===== src/rtl/regfile_sb_pkg.sv =====
// Shared types for the integer register file: default-width index/word types,
// the hardwired-zero index and ABI register names for wave tracing.
package regfile_sb_pkg;

    localparam int unsigned DefXlen  = 32;
    localparam int unsigned DefNregs = 32;
    localparam int unsigned DefIw    = $clog2(DefNregs);

    typedef logic [DefIw-1:0]   reg_index_t;
    typedef logic [DefXlen-1:0] word;

    localparam int unsigned ZeroReg = 0;

    localparam reg_index_t RegZero = reg_index_t'(0);
    localparam reg_index_t RegRa   = reg_index_t'(1);
    localparam reg_index_t RegSp   = reg_index_t'(2);
    localparam reg_index_t RegGp   = reg_index_t'(3);
    localparam reg_index_t RegTp   = reg_index_t'(4);
    localparam reg_index_t RegT0   = reg_index_t'(5);
    localparam reg_index_t RegT1   = reg_index_t'(6);
    localparam reg_index_t RegT2   = reg_index_t'(7);
    localparam reg_index_t RegS0   = reg_index_t'(8);
    localparam reg_index_t RegS1   = reg_index_t'(9);
    localparam reg_index_t RegA0   = reg_index_t'(10);
    localparam reg_index_t RegA1   = reg_index_t'(11);
    localparam reg_index_t RegA2   = reg_index_t'(12);
    localparam reg_index_t RegA3   = reg_index_t'(13);
    localparam reg_index_t RegA4   = reg_index_t'(14);
    localparam reg_index_t RegA5   = reg_index_t'(15);
    localparam reg_index_t RegA6   = reg_index_t'(16);
    localparam reg_index_t RegA7   = reg_index_t'(17);
    localparam reg_index_t RegS2   = reg_index_t'(18);
    localparam reg_index_t RegS3   = reg_index_t'(19);
    localparam reg_index_t RegS4   = reg_index_t'(20);
    localparam reg_index_t RegS5   = reg_index_t'(21);
    localparam reg_index_t RegS6   = reg_index_t'(22);
    localparam reg_index_t RegS7   = reg_index_t'(23);
    localparam reg_index_t RegS8   = reg_index_t'(24);
    localparam reg_index_t RegS9   = reg_index_t'(25);
    localparam reg_index_t RegS10  = reg_index_t'(26);
    localparam reg_index_t RegS11  = reg_index_t'(27);
    localparam reg_index_t RegT3   = reg_index_t'(28);
    localparam reg_index_t RegT4   = reg_index_t'(29);
    localparam reg_index_t RegT5   = reg_index_t'(30);
    localparam reg_index_t RegT6   = reg_index_t'(31);

endpackage


===== src/rtl/regfile_scoreboard.sv =====
// Per-register busy bits: flush clear < release clear < reserve set.
// Also exposes the combinational release mask used for same-cycle unmasking.
module regfile_scoreboard
    import regfile_sb_pkg::*;
#(
    parameter int unsigned NREGS  = 32,
    parameter int unsigned NWRITE = 1,
    localparam int unsigned IW    = $clog2(NREGS)
) (
    input  logic             clk,
    input  logic             rst_n,
    input  logic             wr_en      [NWRITE],
    input  logic [IW-1:0]    wr_index   [NWRITE],
    input  logic             wr_release [NWRITE],
    input  logic             rsv_en,
    input  logic [IW-1:0]    rsv_index,
    input  logic             flush,
    output logic [NREGS-1:0] rel_vec,
    output logic [NREGS-1:0] busy_vec
);

    logic [NREGS-1:0] busy_q, busy_d;

    always_comb begin
        rel_vec = '0;
        for (int p = 0; p < int'(NWRITE); p++) begin
            if (wr_en[p] && wr_release[p]) begin
                rel_vec[wr_index[p]] = 1'b1;
            end
        end
        rel_vec[ZeroReg] = 1'b0;
    end

    // Later assignments override earlier ones, giving the update priority.
    always_comb begin
        busy_d = flush ? '0 : busy_q;
        busy_d = busy_d & ~rel_vec;
        if (rsv_en) begin
            busy_d[rsv_index] = 1'b1;
        end
        busy_d[ZeroReg] = 1'b0;
    end

    always_ff @(posedge clk or negedge rst_n) begin
        if (!rst_n) begin
            busy_q <= '0;
        end else begin
            busy_q <= busy_d;
        end
    end

    assign busy_vec = busy_q;

endmodule


===== src/rtl/regfile_sb.sv =====
// Multi-port integer register file with optional write-to-read bypass and a
// busy scoreboard. Index 0 reads as zero, is never busy and ignores writes.
module regfile_sb
    import regfile_sb_pkg::*;
#(
    parameter int unsigned XLEN   = 32,
    parameter int unsigned NREGS  = 32,
    parameter int unsigned NREAD  = 2,
    parameter int unsigned NWRITE = 1,
    parameter int unsigned BYPASS = 1,
    localparam int unsigned IW    = $clog2(NREGS)
) (
    input  logic             clk,
    input  logic             rst_n,
    input  logic [IW-1:0]    rs_index   [NREAD],
    output logic [XLEN-1:0]  rs_data    [NREAD],
    output logic             rs_busy    [NREAD],
    input  logic             wr_en      [NWRITE],
    input  logic [IW-1:0]    wr_index   [NWRITE],
    input  logic [XLEN-1:0]  wr_data    [NWRITE],
    input  logic             wr_release [NWRITE],
    input  logic             rsv_en,
    input  logic [IW-1:0]    rsv_index,
    input  logic             flush,
    output logic [NREGS-1:0] busy_vec
);

    logic [XLEN-1:0]  regs_q [NREGS];
    logic [XLEN-1:0]  regs_d [NREGS];
    logic [NREGS-1:0] rel_vec;

    regfile_scoreboard #(
        .NREGS  (NREGS),
        .NWRITE (NWRITE)
    ) u_scoreboard (
        .clk        (clk),
        .rst_n      (rst_n),
        .wr_en      (wr_en),
        .wr_index   (wr_index),
        .wr_release (wr_release),
        .rsv_en     (rsv_en),
        .rsv_index  (rsv_index),
        .flush      (flush),
        .rel_vec    (rel_vec),
        .busy_vec   (busy_vec)
    );

    // Ascending port loop: the highest-numbered port wins on an index clash.
    always_comb begin
        regs_d = regs_q;
        for (int p = 0; p < int'(NWRITE); p++) begin
            if (wr_en[p] && (wr_index[p] != IW'(ZeroReg))) begin
                regs_d[wr_index[p]] = wr_data[p];
            end
        end
    end

    always_ff @(posedge clk or negedge rst_n) begin
        if (!rst_n) begin
            regs_q <= '{default: '0};
        end else begin
            regs_q <= regs_d;
        end
    end

    // Bypass is gated by rst_n so inputs driven during reset never reach the reads.
    always_comb begin
        for (int q = 0; q < int'(NREAD); q++) begin
            rs_data[q] = '0;
            rs_busy[q] = busy_vec[rs_index[q]];
            if (rs_index[q] != IW'(ZeroReg)) begin
                rs_data[q] = regs_q[rs_index[q]];
                if ((BYPASS != 0) && rst_n) begin
                    for (int p = 0; p < int'(NWRITE); p++) begin
                        if (wr_en[p] && (wr_index[p] == rs_index[q])) begin
                            rs_data[q] = wr_data[p];
                        end
                    end
                    rs_busy[q] = busy_vec[rs_index[q]] & ~rel_vec[rs_index[q]];
                end
            end
        end
    end

endmodule


===== config.mk =====
export PLATFORM = sky130hd
export DESIGN_NAME = regfile_sb
export DESIGN_NICKNAME = d
export VERILOG_FILES = /design/src/rtl/regfile_sb_pkg.sv /design/src/rtl/regfile_scoreboard.sv /design/src/rtl/regfile_sb.sv
export SDC_FILE = /design/constraint.sdc
export NUM_CORES = 2
export LEC_CHECK = 0
export ABC_AREA = 0
export CAP_MARGIN = 20
export CORE_MARGIN = 2
export CORE_UTILIZATION = 59
export CTS_CLUSTER_DIAMETER = 40
export DETAILED_ROUTE_END_ITERATION = 16
export DONT_BUFFER_PORTS = 1
export PLACE_DENSITY = 0.75
export RECOVER_POWER = 50
export SKIP_LAST_GASP = 1
export SLEW_MARGIN = 10
export SYNTH_ARGS = -nofsm -noshare
export SYNTH_HDL_FRONTEND = slang
export SYNTH_HIERARCHICAL = 1
export SYNTH_SLANG_ARGS = --single-unit

===== constraint.sdc =====
create_clock -name clk -period 1.73 [get_ports clk]
set_input_delay 0.0865 -clock clk [delete_from_list [all_inputs] [get_ports clk]]
set_output_delay 0.0865 -clock clk [all_outputs]
set_load 0.01 [all_outputs]

==> impl_metrics.ini <==
[timing]
tightest_slew_ns = 3.26
finalSetupTns_ns = -156.95
hold_violations = 271
skew_ns = 0
slew_viol_final = 803
rsz0062_at_grt = true
finalSetupViolCount = 306
fmax_mhz = 240
fin_crit_ns = 4.17
period_share_pct = 241
slew_headroom_pct = -117
fin_hold_ws_ns = -0.963
setup_slack_ns = -2.44

[setup_path]
cpPeakStageDelay_ns = 1.65
worst-r2r-cell-count = 4
critPathKind = in -> out
r2r-start = u_scoreboard/busy_vec[26]$_DFF_PN0_
end_kind = output port
critPathLaunchType = input port
crit_arrival_ns = 4.09
r2r_slack_ns = 0.27
rr_endpoint = u_scoreboard/busy_vec[26]$_DFF_PN0_
critPathMaxFanout = 401
path_cells = mux4_2, or3_4, and4_4, a221o_1
worst_path_max_delay_cell = mux4_2
critPathRequiredTime_ns = 1.64

[power_and_ir_drop]
p_seq_share_pct = 40.7
p_comb_share_pct = 19.8
p_sw_share_pct = 27.5
p_clk_share_pct = 39.4
netSwitchingPower_mw = 22.0
intPower_mw = 58.1
ir_drop_mv = 0.955
p_leak_nw = 30.8
p_per_area_nw_per_um2 = 1140

[flow_run]
drv_cap = 1

[die]
ios = 156
num_rows = 116
die_h_um = 321
start_util_pct = 59.4
die_area_um2 = 103000
fp.dieW_um = 321
core-area_um2 = 99700

[placement]
hpwl_um = 104000
placed_cell_area_um2 = 62500
port_buffers = 0
place_congestion = 0.851

[clocking]
clock_sinks = 1055
insertion_delay_ns = 0.74
clkTransAtPathRegs_ns = 0.06
clk_path_buf_depth = 3
cts_tree = built
htree_levels = 4
cts_buffers = 151
root_buffer = clkbuf_16

[cells_and_area]
nets = 4602
area_delta_synth_final_pct = 18.6
fillers = 6358
final_area_um2 = 70200
drive_gt1_share_pct = 50.2

[synthesis]
netlist_area_um2 = 59200
ys_seq_area_share_pct = 44.6
avgSynthCellArea_um2 = 13.6
async_flop_share_pct = 100
synth_edf_count = 0
ys_types = 65
synth_ff_type = dfrtp_1
yosys_warnings = 6
synthTopCellsByArea = dfrtp_1 (45%), mux2_2 (19%), mux4_2 (11%)
netlist_instances = 4358
synth_top_area_cell = dfrtp_1
synth_seq_cells = 1055
synth_top_area_share_pct = 44.6

[routing]
final_antenna_net_count = 0
drc = 0
vias = 42800
dr.pass1.iters = 6
wl_um = 189000
vias_per_cell = 7.18
drtIter0Drc = 5184
avgRoutedWirePerCell_um = 31.7

[global_route]
globalRouteTotalUtil_pct = 36.7
grt_pass1_vias = 44000
antenna_found_initial = 2
overflow = 0
grt_max_degree = 402
grt_pass1_wl_um = 283000

[run_status]
violations = negative hold slack, max-capacitance violations, max-slew violations, negative setup slack
outcome = finished with violations

[worst_hold_path]
hold_class = in -> async
## stage by stage
step                      hold WS, ns  worst slack (ns)  total power, mW  util, %  std cells
after floorplan                -0.209           -0.0119             43.0        -       4359
after global placement         -0.192            -0.535             45.8     62.7       5569
after detailed placement       -0.192            -0.531             46.7     62.7       5569
after CTS                      -0.987             -1.07             79.4     69.8       5927
after global routing           -0.989             -1.10             82.8     70.4       5964
final                          -0.963             -2.44             80.1     70.4       5967
## logic make-up (layout without fill, tap and decap cells)
logic type	Yosys count	in the layout	share of synthesized area, %
mux	1791	1791	38.5
buf+inv	526	832	4.54
compound gates	608	608	8.86
xor+xnor	10	10	0.148
flops	1055	1055	44.6
simple gates	367	367	3.35
other cells	1	6	0.00633
## layout by cell type, fill, tap and decap left out, types with 13 or more instances in the layout
| master | synthesis | layout |
|---|---|---|
| clkinvlp_4 | 0 | 13 |
| dfrtp_1 | 1055 | 1055 |
| dlygate4sd3_1 | 0 | 63 |
| clkbuf_16 | 0 | 159 |
| clkbuf_1 | 263 | 38 |
| clkbuf_8 | 0 | 16 |
| nor3b_1 | 57 | 28 |
| buf_4 | 28 | 309 |
| mux4_2 | 287 | 289 |
| buf_6 | 37 | 13 |
| nand2_1 | 95 | 77 |
| nor2_4 | 4 | 17 |
| a22oi_1 | 94 | 66 |
| o221a_2 | 27 | 14 |
| o221a_4 | 0 | 30 |
| inv_6 | 0 | 19 |
| a22oi_2 | 0 | 28 |
| o21ai_1 | 21 | 39 |
| a211oi_2 | 6 | 50 |
| buf_12 | 7 | 64 |
| buf_8 | 10 | 17 |
| mux2_2 | 992 | 990 |
| mux2i_1 | 510 | 501 |
| a221o_1 | 34 | 34 |
| a221oi_2 | 47 | 105 |
| inv_1 | 33 | 32 |
| a221oi_1 | 126 | 67 |
| bufinv_16 | 0 | 13 |
| nor2_1 | 95 | 81 |
| nor3b_2 | 0 | 29 |
| nand2_2 | 0 | 18 |
| clkinv_4 | 0 | 15 |
| clkinv_2 | 0 | 14 |
| clkbuf_4 | 1 | 20 |
| o32ai_1 | 33 | 31 |
| o211ai_1 | 54 | 54 |
| a21oi_1 | 22 | 15 |
## Yosys cell counts, drive strengths merged (16+ instances only)
master and instances:
mux4 289, a21oi 22, nand2b 16, a22oi 94
nor2 108, inv 33, nor3b 57, mux2i 510
o21ai 59, o32ai 33, o221a 52, clkbuf 264
nand2 95, a221o 34, dfrtp 1055, mux2 992
buf 228, a221oi 173, a211oi 60, o211ai 54
## power groups by stage
stage	registers [mW]	logic [mW]	clock network (mW)
5_1_grt	33.2	16.7	32.9
4_1_cts	32.4	15.1	31.8
6_report	32.6	15.9	31.6
3_3_place_gp	32.4	13.4	0
2_1_floorplan	31.9	11.2	0
3_5_place_dp	32.8	13.9	0
## sequential cells by signal, indices dropped and copies added (netlist names)
register,count
regs_q,1024
u_scoreboard/busy_vec,31
## final cells by class
class                      instances  area, um2  area share (%)
multi-input combinational       2778      31800            45.2
sequential                      1055      26400            37.6
timing repair buffer             524       5120            7.29
clock buffer                     193       4220            6.01
tap                             1298       1620            2.31
clock inverter                    81        962            1.37
inverter                          34        128           0.182
antenna                            4       10.0          0.0143
## critical path: cells and delay by family
family           cells  cell delay, ns
multiplexers         1            1.65
AND/OR/NAND/NOR      2            0.53
AO/OA/AOI/OAI        1            0.33
## per-layer routing
metal	vias to the layer above	routed length, um	global-route usage, %
li1	17300	-	-
met1	22400	73700	50.2
met2	2555	85400	54.8
met3	647	20500	9.34
met4	2	9270	17.9
met5	-	14	0
## worst max-delay path by stage
| stage | startpoint | end | slack, ns |
|---|---|---|---|
| global placement | rs_index[0] | rs_data[24] | -0.54 |
| detailed placement | regs_q[344]$_DFFE_PN0P_ | rs_data[24] | -0.53 |
| finish | rs_index[5] | rs_data[54] | -2.44 |
| floorplan | rs_index[0] | rs_data[28] | -0.01 |
| global route | regs_q[280]$_DFFE_PN0P_ | rs_data[24] | -1.10 |
| CTS | regs_q[344]$_DFFE_PN0P_ | rs_data[24] | -1.07 |
## what timing repair did
action | CTS | global route
gates resized for setup | 209 | 99
hold buffers | 69 | 4
endpoints found under the setup margin | 66 | 473
pin swaps | 170 | 78
buffers inserted | 31 | 14
endpoints found under the hold margin | 1638 | 471
gates cloned | 0 | 2
No activity file was read; power rests on OpenSTA's default activity.
